File: src/rtl/tp_pkg.sv
// Shared types and constants for the test-pattern sequencer and its pattern ROM.
// Default geometry matches a 640x480 VGA timing generator.
package tp_pkg;

  localparam int TP_HACT = 640;
  localparam int TP_VACT = 480;

  typedef enum logic [2:0] {
    TP_BLACK = 3'd0,
    TP_WHITE = 3'd1,
    TP_BARS  = 3'd2,
    TP_RAMP  = 3'd3,
    TP_CHECK = 3'd4
  } tp_mode_e;

  typedef enum logic [1:0] {
    IDLE = 2'd0,
    ARM  = 2'd1,
    RUN  = 2'd2
  } seq_state_e;

  // Index 0 is the leftmost bar: white, yellow, cyan, green, magenta, red, blue, black.
  localparam logic [7:0][23:0] BAR_RGB = {
    24'h000000, 24'h0000FF, 24'hFF0000, 24'hFF00FF,
    24'h00FF00, 24'h00FFFF, 24'hFFFF00, 24'hFFFFFF
  };

  function automatic logic [23:0] grey(input logic [7:0] level);
    return {level, level, level};
  endfunction

endpackage

File: src/rtl/tp_pattern_rom.sv
// Combinational map from (mode, x, y) to an RGB888 pixel; the caller registers it.
// Reserved modes and bar indices past the eighth bar produce black.
module tp_pattern_rom
  import tp_pkg::*;
#(
  parameter int HACT     = TP_HACT,
  parameter int CB_SHIFT = 5
) (
  input  logic [2:0]  mode,
  input  logic [10:0] x,
  input  logic [9:0]  y,
  output logic [23:0] rgb
);

  localparam logic [10:0] BAR_W = 11'(HACT / 8);

  logic [10:0] bar_full;
  logic [2:0]  bar_idx;
  logic        unused_y;

  // Only the checkerboard bit of y matters.
  assign unused_y = ^y;

  // NOTE: every combinational output gets a default before the case so no latch is inferred.
  always_comb begin
    bar_full = x / BAR_W;
    bar_idx  = (bar_full > 11'd7) ? 3'd7 : bar_full[2:0];
    rgb      = '0;
    case (mode)
      TP_WHITE: rgb = 24'hFFFFFF;
      TP_BARS:  rgb = BAR_RGB[bar_idx];
      TP_RAMP:  rgb = grey(x[7:0]);
      TP_CHECK: rgb = (x[CB_SHIFT] ^ y[CB_SHIFT]) ? 24'hFFFFFF : 24'h000000;
      default:  rgb = '0;
    endcase
  end

endmodule

File: src/rtl/tp_pattern_sequencer.sv
// Frame-synchronous test-pattern controller behind the VGA timing generator.
// Mode changes (host writes or auto-cycling) take effect only at vsync rise.
module tp_pattern_sequencer
  import tp_pkg::*;
#(
  parameter int HACT      = TP_HACT,
  parameter int VACT      = TP_VACT,
  parameter int CB_SHIFT  = 5,
  parameter int NUM_MODES = 5
) (
  input  logic       px_clk,
  input  logic       sys_rst_n,
  input  logic       enable,
  input  logic [2:0] mode_i,
  input  logic       mode_wr,
  input  logic       auto_cycle,
  input  logic [7:0] frames_per_pat,
  input  logic       vsync_i,
  input  logic       hsync_i,
  input  logic       dval_i,
  output logic       vsync_o,
  output logic       hsync_o,
  output logic       dval_o,
  output logic [7:0] rdata_o,
  output logic [7:0] gdata_o,
  output logic [7:0] bdata_o,
  output logic [2:0] mode_o,
  output logic       running_o
);

  localparam logic [9:0] Y_MAX = 10'(VACT - 1);

  seq_state_e  state_q, state_d;
  logic [2:0]  mode_q, mode_d;
  logic [2:0]  pend_mode_q, pend_mode_d;
  logic        pend_flag_q, pend_flag_d;
  logic [7:0]  frame_cnt_q, frame_cnt_d;
  logic [10:0] x_cnt_q, x_cnt_d;
  logic [9:0]  y_cnt_q, y_cnt_d;
  logic        vsync_q, hsync_q, dval_q;
  logic [23:0] rgb_q, rgb_d;

  logic        frame_start;
  logic        line_end;
  logic [7:0]  fpp_last;
  logic [3:0]  mode_inc;
  logic [2:0]  mode_auto;
  logic [23:0] rom_rgb;

  // The delayed syncs double as the previous-cycle samples for edge detection.
  assign frame_start = vsync_i & ~vsync_q;
  assign line_end    = dval_q & ~dval_i;
  assign fpp_last    = (frames_per_pat == 8'd0) ? 8'd0 : frames_per_pat - 8'd1;
  assign mode_inc    = {1'b0, mode_q} + 4'd1;
  assign mode_auto   = 3'(mode_inc % NUM_MODES);

  tp_pattern_rom #(
    .HACT     (HACT),
    .CB_SHIFT (CB_SHIFT)
  ) u_rom (
    .mode (mode_q),
    .x    (x_cnt_q),
    .y    (y_cnt_q),
    .rgb  (rom_rgb)
  );

  always_comb begin
    x_cnt_d = dval_i ? x_cnt_q + 11'd1 : 11'd0;
    y_cnt_d = y_cnt_q;
    if (frame_start) begin
      y_cnt_d = '0;
    end else if (line_end && (y_cnt_q != Y_MAX)) begin
      y_cnt_d = y_cnt_q + 10'd1;
    end
    // Gating with enable makes a mid-line drop read black on the very next cycle.
    rgb_d = ((state_q == RUN) && enable && dval_i) ? rom_rgb : '0;
  end

  always_comb begin
    state_d     = state_q;
    mode_d      = mode_q;
    pend_mode_d = pend_mode_q;
    pend_flag_d = pend_flag_q;
    frame_cnt_d = frame_cnt_q;
    case (state_q)
      IDLE: if (enable) state_d = ARM;
      ARM: begin
        if (!enable) begin
          state_d = IDLE;
        end else if (frame_start) begin
          state_d     = RUN;
          mode_d      = pend_mode_q;
          pend_flag_d = 1'b0;
          frame_cnt_d = '0;
        end
      end
      RUN: begin
        if (!enable) begin
          state_d = IDLE;
        end else if (frame_start) begin
          if (pend_flag_q) begin
            mode_d      = pend_mode_q;
            pend_flag_d = 1'b0;
            frame_cnt_d = '0;
          end else if (auto_cycle && (frame_cnt_q == fpp_last)) begin
            mode_d      = mode_auto;
            frame_cnt_d = '0;
          end else begin
            frame_cnt_d = frame_cnt_q + 8'd1;
          end
        end
      end
      default: state_d = IDLE;
    endcase
    // Evaluated after the frame-start load, so a write on that edge waits a frame.
    if (mode_wr) begin
      pend_mode_d = mode_i;
      pend_flag_d = 1'b1;
    end
  end

  // NOTE: sequential state uses non-blocking assignments so every flop samples pre-edge values.
  always_ff @(posedge px_clk or negedge sys_rst_n) begin
    if (!sys_rst_n) begin
      state_q     <= IDLE;
      mode_q      <= '0;
      pend_mode_q <= '0;
      pend_flag_q <= 1'b0;
      frame_cnt_q <= '0;
      x_cnt_q     <= '0;
      y_cnt_q     <= '0;
      vsync_q     <= 1'b0;
      hsync_q     <= 1'b0;
      dval_q      <= 1'b0;
      rgb_q       <= '0;
    end else begin
      state_q     <= state_d;
      mode_q      <= mode_d;
      pend_mode_q <= pend_mode_d;
      pend_flag_q <= pend_flag_d;
      frame_cnt_q <= frame_cnt_d;
      x_cnt_q     <= x_cnt_d;
      y_cnt_q     <= y_cnt_d;
      vsync_q     <= vsync_i;
      hsync_q     <= hsync_i;
      dval_q      <= dval_i;
      rgb_q       <= rgb_d;
    end
  end

  assign vsync_o   = vsync_q;
  assign hsync_o   = hsync_q;
  assign dval_o    = dval_q;
  assign rdata_o   = rgb_q[23:16];
  assign gdata_o   = rgb_q[15:8];
  assign bdata_o   = rgb_q[7:0];
  assign mode_o    = mode_q;
  assign running_o = (state_q == RUN);

endmodule

File: config.mk
export PLATFORM = sky130hd
export DESIGN_NAME = tp_pattern_sequencer
export DESIGN_NICKNAME = d
export VERILOG_FILES = /design/src/rtl/tp_pkg.sv /design/src/rtl/tp_pattern_rom.sv /design/src/rtl/tp_pattern_sequencer.sv
export SDC_FILE = /design/constraint.sdc
export NUM_CORES = 1
export LEC_CHECK = 0
export ABC_AREA = 1
export CORE_MARGIN = 2
export CORE_UTILIZATION = 40
export DETAILED_ROUTE_END_ITERATION = 7
export GPL_ROUTABILITY_DRIVEN = 1
export PLACE_DENSITY = 0.65
export RECOVER_POWER = 25
export SLEW_MARGIN = 20
export SYNTH_ARGS = -nofsm -noshare
export SYNTH_HDL_FRONTEND = slang
export SYNTH_SLANG_ARGS = --single-unit
File: constraint.sdc
create_clock -name px_clk -period 2.4 [get_ports px_clk]
set_input_delay 0.36 -clock px_clk [delete_from_list [all_inputs] [get_ports px_clk]]
set_output_delay 0.36 -clock px_clk [all_outputs]
set_load 0.01 [all_outputs]
======== Yosys cells after proc, flatten, opt, wreduce, memory -nomap -nowiden ========
Memories as Yosys holds them, arrays and structs flattened.
Cells that the tools add are included.
cells by class
  eq/ne operators ......................... 16
  bitwise gates (word level) .............. 5
  magnitude comparators ................... 2
  muxes and demuxes ....................... 32
  add/subtract/negate cells ............... 5
  divide/modulo/power cells ............... 2
  reduce and logical (&&, ||, !) cells .... 16
operators with widths
  operator                 number
  $pmux W24 S4             1
  $mux W24                 3
  $mux W8                  7
  $mod A4 B3 Y32 const B   1
  $mux W3                  7
  $mux W10                 2
  $pmux W8 S2              1
  $add A11 B1 Y11 const B  1
  $div A11 B7 Y11 const B  1
  $gt A11 B3 Y1 const B    1
  $mux W11                 1
  $add A10 B1 Y10 const B  1
  $ne A10 B9 Y1 const B    1
  $ne A2 B2 Y1 const B     5
  $reduce_bool A2 Y1       5
  $add A8 B1 Y8 const B    1
  $eq A8 B8 Y1             1
  $logic_not A8 Y1         1
  $mux W2                  4
  $sub A8 B1 Y8 const B    1
  $eq A3 B2 Y1 const B     2
  $pmux W2 S3              1
  $pmux W3 S2              1
  $reduce_and A3 Y1        2
  other kinds (18)         26
storage, ports and cells
  memories ................................ 1
  bits in read-only memories .............. 192
  register bits ........................... 65
  logic and storage cells ................. 90
  bits of input ports ..................... 19
  output and inout bits ................... 31
memories
  memory           depth  width  rd ports  clocked after memory_dff  wr ports  RTL line              text
  (no name shown)  8      24     1         0                         0         tp_pattern_rom.sv:31  TP_BARS: rgb = BAR_RGB[bar_idx];

======== Depth between registers and ports, before layout ========
Gate-level depths: netlist (run 1).
  depth in word-level cells ............... 9
  mapped depth ............................ 17
  depth with buffers taken out ............ 17

======== Cells and area by module ========
A second synthesis (run 1) with hierarchy kept.
unflattened totals
  cells, all modules ...................... 519
  area, all modules ....................... 3,892.5 um2
by module, submodules not included
  module                area an instance (um2)  seq. area each (um2)  instances  cells an instance
  tp_pattern_sequencer  3,343.2                 1,626.6               1          421
  tp_pattern_rom        549.3                   0.0                   1          98

======== Worst setup path before layout (run 1) ========
No wires, ideal clock.
  kind .................................... register -> register
  from .................................... reg mode_q[0], in the netlist mode_o[0]
  to ...................................... reg mode_q[1], in the netlist mode_o[1]
  clock period less this slack ............ 2.429 ns
  data arrival time ....................... 2.364 ns
  path buffers ............................ 0
  data required time ...................... 2.335 ns
  stages on the path, launching flop included .. 15
  library setup time ...................... 0.065 ns
  path slack .............................. -0.029 ns
  cell sequence ........................... dfrtp_1 -> ha_1 -> ha_1 -> ha_1 -> nand3b_1 -> nand2_1 -> xor2_1 -> or2_1 -> nand2_1 -> nand3_1 -> nand2_1 -> nand3_1 -> o21ai_1 -> nand3b_1 -> nand2_1
between the ends
  cells in the longest elaborated chain, start to end .. 7
RTL lines
  element                   RTL line                     text
  start: declaration        tp_pattern_sequencer.sv:34   logic [2:0] mode_q, mode_d;
  start signal: assignment  tp_pattern_sequencer.sv:138  mode_q <= mode_d;
  $add A3 B1 Y4             tp_pattern_sequencer.sv:54   assign mode_inc = {1'b0, mode_q} + 4'd1;
  $mod A4 B3 Y32            tp_pattern_sequencer.sv:55   assign mode_auto = 3'(mode_inc % NUM_MODES);
  $mux W3                   tp_pattern_sequencer.sv:105  end else if (auto_cycle && (frame_cnt_q == fpp_last)) begin
  $mux W3                   tp_pattern_sequencer.sv:101  if (pend_flag_q) begin
  $mux W3                   tp_pattern_sequencer.sv:100  end else if (frame_start) begin
  $mux W3                   tp_pattern_sequencer.sv:98   if (!enable) begin
  $pmux W3 S2               tp_pattern_sequencer.sv:85   case (state_q)
No other way between the ends. The select of a mux whose other input is x is not followed.
A chain may end at the register's enable or synchronous reset.

======== Worst setup path after layout (run 1) ========
  from .................................... reg mode_q[1], in the netlist mode_o[1]
  to ...................................... reg mode_q[1], in the netlist mode_o[1]
Same word-level chain as after synthesis.

==> metrics.cfg, run 1 <==
[clock_tree]
cts_buffers = 9
cts_tree = built
clock_path_buffers = 2
clk_latency_ns = 0.35
cts_max_level = 3
clk_pin_slew_ns = 0.07
root_buffer = clkbuf_8
cts_num_sinks = 65

[place]
port_buffers = 49
hpwl_um = 6220
gp_congestion = 0.861

[routing]
ant_nets = 0
dr.pass1.iters = 4
drc = 0
dr_total_vias = 3372
avgViaCountPerCell = 4.91
wl_per_cell_um = 11.8
routed_wl_um = 8140
drt_first_iter_violations = 125

[timing]
slew_viol_final = 0
finalHoldViolCount = 0
finalSetupViolCount = 0
period_share_pct = 96.6
worstMarginPinSlew_ns = 1.26
skew_ns = 0.00914
setup_tns_ns = 0
finalCriticalPeriod_ns = 2.32
rsz0062_at_grt = yes
slew-limit-headroom_pct = 15.7
timing.fmax_mhz = 431

[die]
initial_core_util_pct = 41.0
core.rowCount = 35
die_area_um2 = 10200
core-area_um2 = 9150
io_pins = 50
die_y_um = 101
die_w_um = 101

[yosys]
avgSynthCellArea_um2 = 7.68
synth_top_area_cell = dfrtp_1
synth_fp_nets = 526
synthFlopType = dfrtp_1
synth_edf_count = 0
syn_inst = 489
ys_warn_count = 0
synth_cell_types = 34
synth_area_um2 = 3750
ys_top_cells_by_area = dfrtp_1 43%, nand2_1 9.3%, inv_1 9.1%, ha_1 6.0%, nand3_1 5.2%
ys_seq_elements = 65
synth_top_area_share_pct = 43.3
ys_seq_area_share_pct = 43.3
async_flop_share_pct = 100

[cells_and_area]
layout.nets = 608
drive_gt1_share_pct = 13.0
antenna_cells = 0
area_delta_synth_final_pct = 29.4

[global_route]
grt_usage_pct = 17.2
grt_pass1_wl_um = 14100
grt_pass1_vias = 3328
antenna_found_initial = 0
grt-ovfl-total = 0
grt_max_degree = 36

[setup_path]
cp_data_required_time_ns = 2.64
end_kind = flop
worstSetupPathType = flop to flop
cp-start-kind = flop
path_max_fanout = 3
crit_arrival_ns = 2.55

[pwr]
peakVddDrop_v = 0.000329
power_density_nw_per_um2 = 798
p_total_uw = 3880
power.leakage_uw = 0.00251

[flow_run]
max-cap-violations = 0

[outcome]
status = finished, final reports clean

[min_path]
worstHoldPathType = input pin to async pin

[final cells by class]
cell class / count / area (um^2)
Fill cell: 879 / 4300
Multi-Input combinational cell: 320 / 1800
Sequential cell: 65 / 1630
Timing Repair Buffer: 79 / 708
Inverter: 96 / 360
Clock buffer: 11 / 141
Tap cell: 111 / 139
Clock inverter: 5 / 78.8
[cell families (layout without fill, tap and decap cells)]
family | after synthesis | after routing | share of synthesized area (%)
xor gates and xnor gates | 15 | 15 | 3.50
buffers and inverters | 104 | 191 | 10.6
DFF | 65 | 65 | 43.3
muxes | 2 | 2 | 0.600
AOI/OAI and AO/OA | 76 | 76 | 11.0
adders and majority gates | 18 | 18 | 6.00
and+or+nand+nor | 209 | 209 | 25.0
[cells in the final DEF, fill, tap and decap left out, drive strengths merged, types with 3 or more instances in the layout]
cell type	n
xor2	14
o21ai	43
dlygate4sd3	5
clkinv	3
ha	18
clkdlybuf4s50	44
nand2	99
nor3	13
or2	3
nand3	41
clkbuf	14
dfrtp	65
inv	96
nand4	10
nor2	39
buf	27
a21oi	23
[critical path, cell delays in order (launching register included)]
cell      delay [ns]
dfrtp_1         0.43
ha_4            0.19
ha_4            0.28
ha_4            0.12
nand3b_1        0.11
nand2_2         0.10
xor2_2          0.17
or2_1           0.26
nand2_2         0.09
nand3_2         0.07
nand2_1         0.07
nand3_1         0.06
o21ai_1         0.07
nand3b_1        0.12
nand2_1         0.06
[stage by stage]
stage | util (%) | instances | cell area (um^2) | setup WS [ns] | hold WS (ns)
floorplan | - | 489 | 3760 | 0.00284 | 0.0644
global placement | 49.6 | 666 | 4540 | -0.0286 | 0.199
detailed placement | 49.6 | 666 | 4540 | -0.109 | 0.204
CTS | 52.5 | 686 | 4810 | 0.0313 | 0.348
global route | 53.1 | 687 | 4860 | -0.0660 | 0.475
finish | 53.1 | 687 | 4860 | 0.0813 | 0.433
[power breakdown]
| group | leakage [uW] | switching (uW) | internal [uW] |
|---|---|---|---|
| clock network | 0.000113 | 418 | 612 |
| logic | 0.00152 | 853 | 705 |
| registers | 0.000873 | 87.0 | 1200 |
[sequential cells by signal, summed over array words and instances (netlist names), 2 cells and up]
register	count
rgb_q	24
x_cnt_q	11
y_cnt_q	10
frame_cnt_q	8
mode_o	3
pend_mode_q	3
state_q	2
[worst paths after layout]
kind	cells after the start	slack, ns	from	endpoint
max	14	0.08	mode_o[1]$_DFFE_PN0P_	mode_o[1]$_DFFE_PN0P_
min	2	0.43	sys_rst_n	state_q[0]$_DFFE_PN0P_
max reg2reg	14	0.08	mode_o[1]$_DFFE_PN0P_	mode_o[1]$_DFFE_PN0P_
min reg2reg	1	0.46	x_cnt_q[0]$_DFF_PN0_	x_cnt_q[0]$_DFF_PN0_
max in group asynchronous	3	0.38	sys_rst_n	mode_o[0]$_DFFE_PN0P_
min in group px_clk	1	0.46	x_cnt_q[0]$_DFF_PN0_	x_cnt_q[0]$_DFF_PN0_
[routing by layer]
metal	track usage, %	wire [um]	vias up
met5	0	0	-
met4	8.11	145	0
met3	3.47	345	12
met2	29.0	3890	73
met1	21.0	3760	1564
li1	-	-	1723
[cell usage after synthesis (3+ instances only)]
library cell  number
nand3_1           39
o21ai_0           39
nand4_1            9
nor2_1            38
nand2_2            6
ha_1              18
dfrtp_1           65
inv_1             91
buf_2              3
a21oi_1           23
nand2_1           93
inv_2              5
xor2_1            14
clkbuf_1           4
nor3_1            13
[repair_timing]
action / 4_1_cts / 5_1_grt
endpoints found under the setup margin: 2 / 11
hold endpoints to repair: 5 / 0
resized for setup: 3 / 14
hold buffers: 1 / 0
setup buffers: 3 / 1
pin swaps: 0 / 3
No activity file was read; power rests on OpenSTA's default activity.
==> run 2, diff against run 1 <==
--- a/config.mk
+++ b/config.mk
@@ -6,6 +6,7 @@
 export NUM_CORES = 1
 export LEC_CHECK = 0
 export ABC_AREA = 1
+export CORE_ASPECT_RATIO = 0.5
 export CORE_MARGIN = 2
 export CORE_UTILIZATION = 40
 export DETAILED_ROUTE_END_ITERATION = 7
==> metrics.cfg, run 2 (synthesized netlist as in run 1, its figures left out) <==
[timing]
slew_viol_final = 0  ; unchanged
finalHoldViolCount = 0  ; unchanged
period_share_pct = 97.4  ; +0.77 points
rsz0062_at_grt = yes
finalCriticalPeriod_ns = 2.34  ; +0.0184 ns
finalSetupViolCount = 0  ; unchanged
slew-limit-headroom_pct = 25.1  ; +9.3 points
setup_tns_ns = 0  ; unchanged
timing.fmax_mhz = 428  ; -0.79%
skew_ns = 0.00742  ; -0.00173 ns
worstMarginPinSlew_ns = 1.12  ; -0.140 ns

[cells_and_area]
multi_input_area_um2 = 1780  ; -1.5%
layout.nets = 610  ; +0.33%
stdcell_count = 695  ; +1.2%
largest_reg_flops = 24  ; unchanged
drive_gt1_share_pct = 13.1  ; +0.13 points
layout_common_cells = 91 x inv_1, 90 x nand2_1, 63 x dfrtp_1
regArea_um2 = 1630  ; about the same
area_delta_synth_final_pct = 32.9
antenna_cells = 0  ; unchanged
top_register = rgb_q
layout_commonest_cell = inv_1
fillers = 806  ; -8.3%
reg_top3 = rgb_q x24, x_cnt_q x11, y_cnt_q x10

[setup_path]
end_kind = flop
reg2reg_to = mode_o[1]$_DFFE_PN0P_
r2r_start = mode_o[1]$_DFFE_PN0P_
path_max_fanout = 4  ; +1
reg2reg_slack_ns = 0.06  ; -0.02 ns
crit_arrival_ns = 2.56  ; about the same
worstSetupPathType = flop to flop
cp_data_required_time_ns = 2.62  ; -0.02 ns
reg2regPathDepth = 14  ; unchanged
cp-start-kind = flop

[die]
die_area_um2 = 10200  ; +0.47%
die_w_um = 141  ; +40%
io_pins = 50  ; unchanged
initial_core_util_pct = 42.1  ; +1.1 points
die_y_um = 72.5  ; -28%
core.rowCount = 24  ; -31%
core-area_um2 = 8920  ; -2.6%

[routing]
ant_nets = 0  ; unchanged
routed_wl_um = 8310  ; +2.1%
avgViaCountPerCell = 4.81  ; -2.0%
wl_per_cell_um = 12.0  ; +0.91%
drt_first_iter_violations = 224  ; +79%
dr.pass1.iters = 4  ; unchanged
dr_total_vias = 3342  ; -0.89%
drc = 0  ; unchanged

[global_route]
grt_pass1_wl_um = 13900  ; -1.4%
grt_pass1_vias = 3042  ; -8.6%
antenna_found_initial = 0  ; unchanged
grt-ovfl-total = 0  ; unchanged
grt_max_degree = 30  ; -17%
grt_usage_pct = 17.3  ; +0.11 points

[pwr]
peakVddDrop_v = 0.000467  ; +42%
power_density_nw_per_um2 = 876  ; +9.7%
power.leakage_uw = 0.00259  ; +3.0%

[place]
hpwl_um = 6130  ; -1.4%
gp_congestion = 0.832  ; -3.4%
port_buffers = 49  ; unchanged
dp_cells = 676  ; +1.5%

[flow_run]
max-cap-violations = 0  ; unchanged

[clock_tree]
cts_max_level = 3  ; unchanged
cts_buffers = 9  ; unchanged
root_buffer = clkbuf_16
clock_path_buffers = 2  ; unchanged
cts_num_sinks = 65  ; unchanged
cts_tree = built
clk_latency_ns = 0.33  ; -0.02 ns
clk_pin_slew_ns = 0.05  ; -0.02 ns

[outcome]
status = finished, final reports clean

[min_path]
worstHoldPathType = input pin to async pin

[run 2: how the worst max path moves through the flow]
stage,startpoint,end,slack [ns],cells past startpoint
after global routing,mode_o[0]$_DFFE_PN0P_,mode_o[1]$_DFFE_PN0P_,-0.07,14
after detailed placement,frames_per_pat[0],frame_cnt_q[3]$_DFFE_PN0P_,-0.14,15
final,mode_o[1]$_DFFE_PN0P_,mode_o[1]$_DFFE_PN0P_,0.06,14
after CTS,mode_o[0]$_DFFE_PN0P_,mode_o[1]$_DFFE_PN0P_,0.002,14
after global placement,frames_per_pat[0],frame_cnt_q[1]$_DFFE_PN0P_,-0.08,15
after floorplan,mode_o[0]$_DFFE_PN0P_,mode_o[1]$_DFFE_PN0P_,0.003,14
[run 2: power by group]
group	internal (uW)	switching, uW
clock	1070	474
combinational	709	814
sequential	1210	93.5
total	2990	1380
[run 2: area by class of cell]
class	count	area share, %
multi-input combinational	320	35.6
sequential	65	32.7
timing repair buffer	81	14.5
inverter	96	7.22
clock buffer	12	5.14
tap	117	2.93
clock inverter	4	1.98
[run 2: stage by stage]
stage | utilization, % | power [uW] | instance area, um^2 | hold slack [ns] | setup slack, ns
final | 55.9 | 4370 | 4990 | 0.230 | 0.0630
after global routing | 55.9 | 4670 | 4990 | 0.323 | -0.0706
after CTS | 55.5 | 4330 | 4950 | 0.000544 | 0.00179
after detailed placement | 51.4 | 2740 | 4590 | 0.359 | -0.141
after global placement | 51.4 | 2710 | 4590 | 0.355 | -0.0825
after floorplan | - | 2150 | 3760 | 0.0644 | 0.00284
[run 2: timing repair]
| action | 4_1_cts | 5_1_grt |
|---|---|---|
| endpoints found under the setup margin | 2 | 10 |
| pin swaps | 0 | 1 |
| gates resized for setup | 2 | 8 |
| hold buffers | 0 | 0 |
| setup buffers | 0 | 3 |
[run 2: layer usage]
| layer | part of all wire (%) | global-route usage [%] | vias to the layer above | wire [um] |
|---|---|---|---|---|
| met5 | 0 | 0 | - | 0 |
| met4 | 1.4 | 6.33 | 0 | 116 |
| met3 | 4.4 | 4.82 | 12 | 367 |
| li1 | - | - | 1731 | - |
| met2 | 45 | 27.8 | 50 | 3750 |
| met1 | 49 | 22.8 | 1549 | 4070 |
[run 2: critical path, stage by stage (launching register included)]
cell and delay [ns]:
dfrtp_2 0.45, ha_4 0.18, ha_4 0.26, ha_1 0.15, nand3b_1 0.13, nand2_2 0.10, xor2_2 0.16, or2_1 0.26
nand2_2 0.09, nand3_2 0.07, nand2_1 0.06, nand3_1 0.06, o21ai_1 0.09, nand3b_1 0.12, nand2_1 0.05
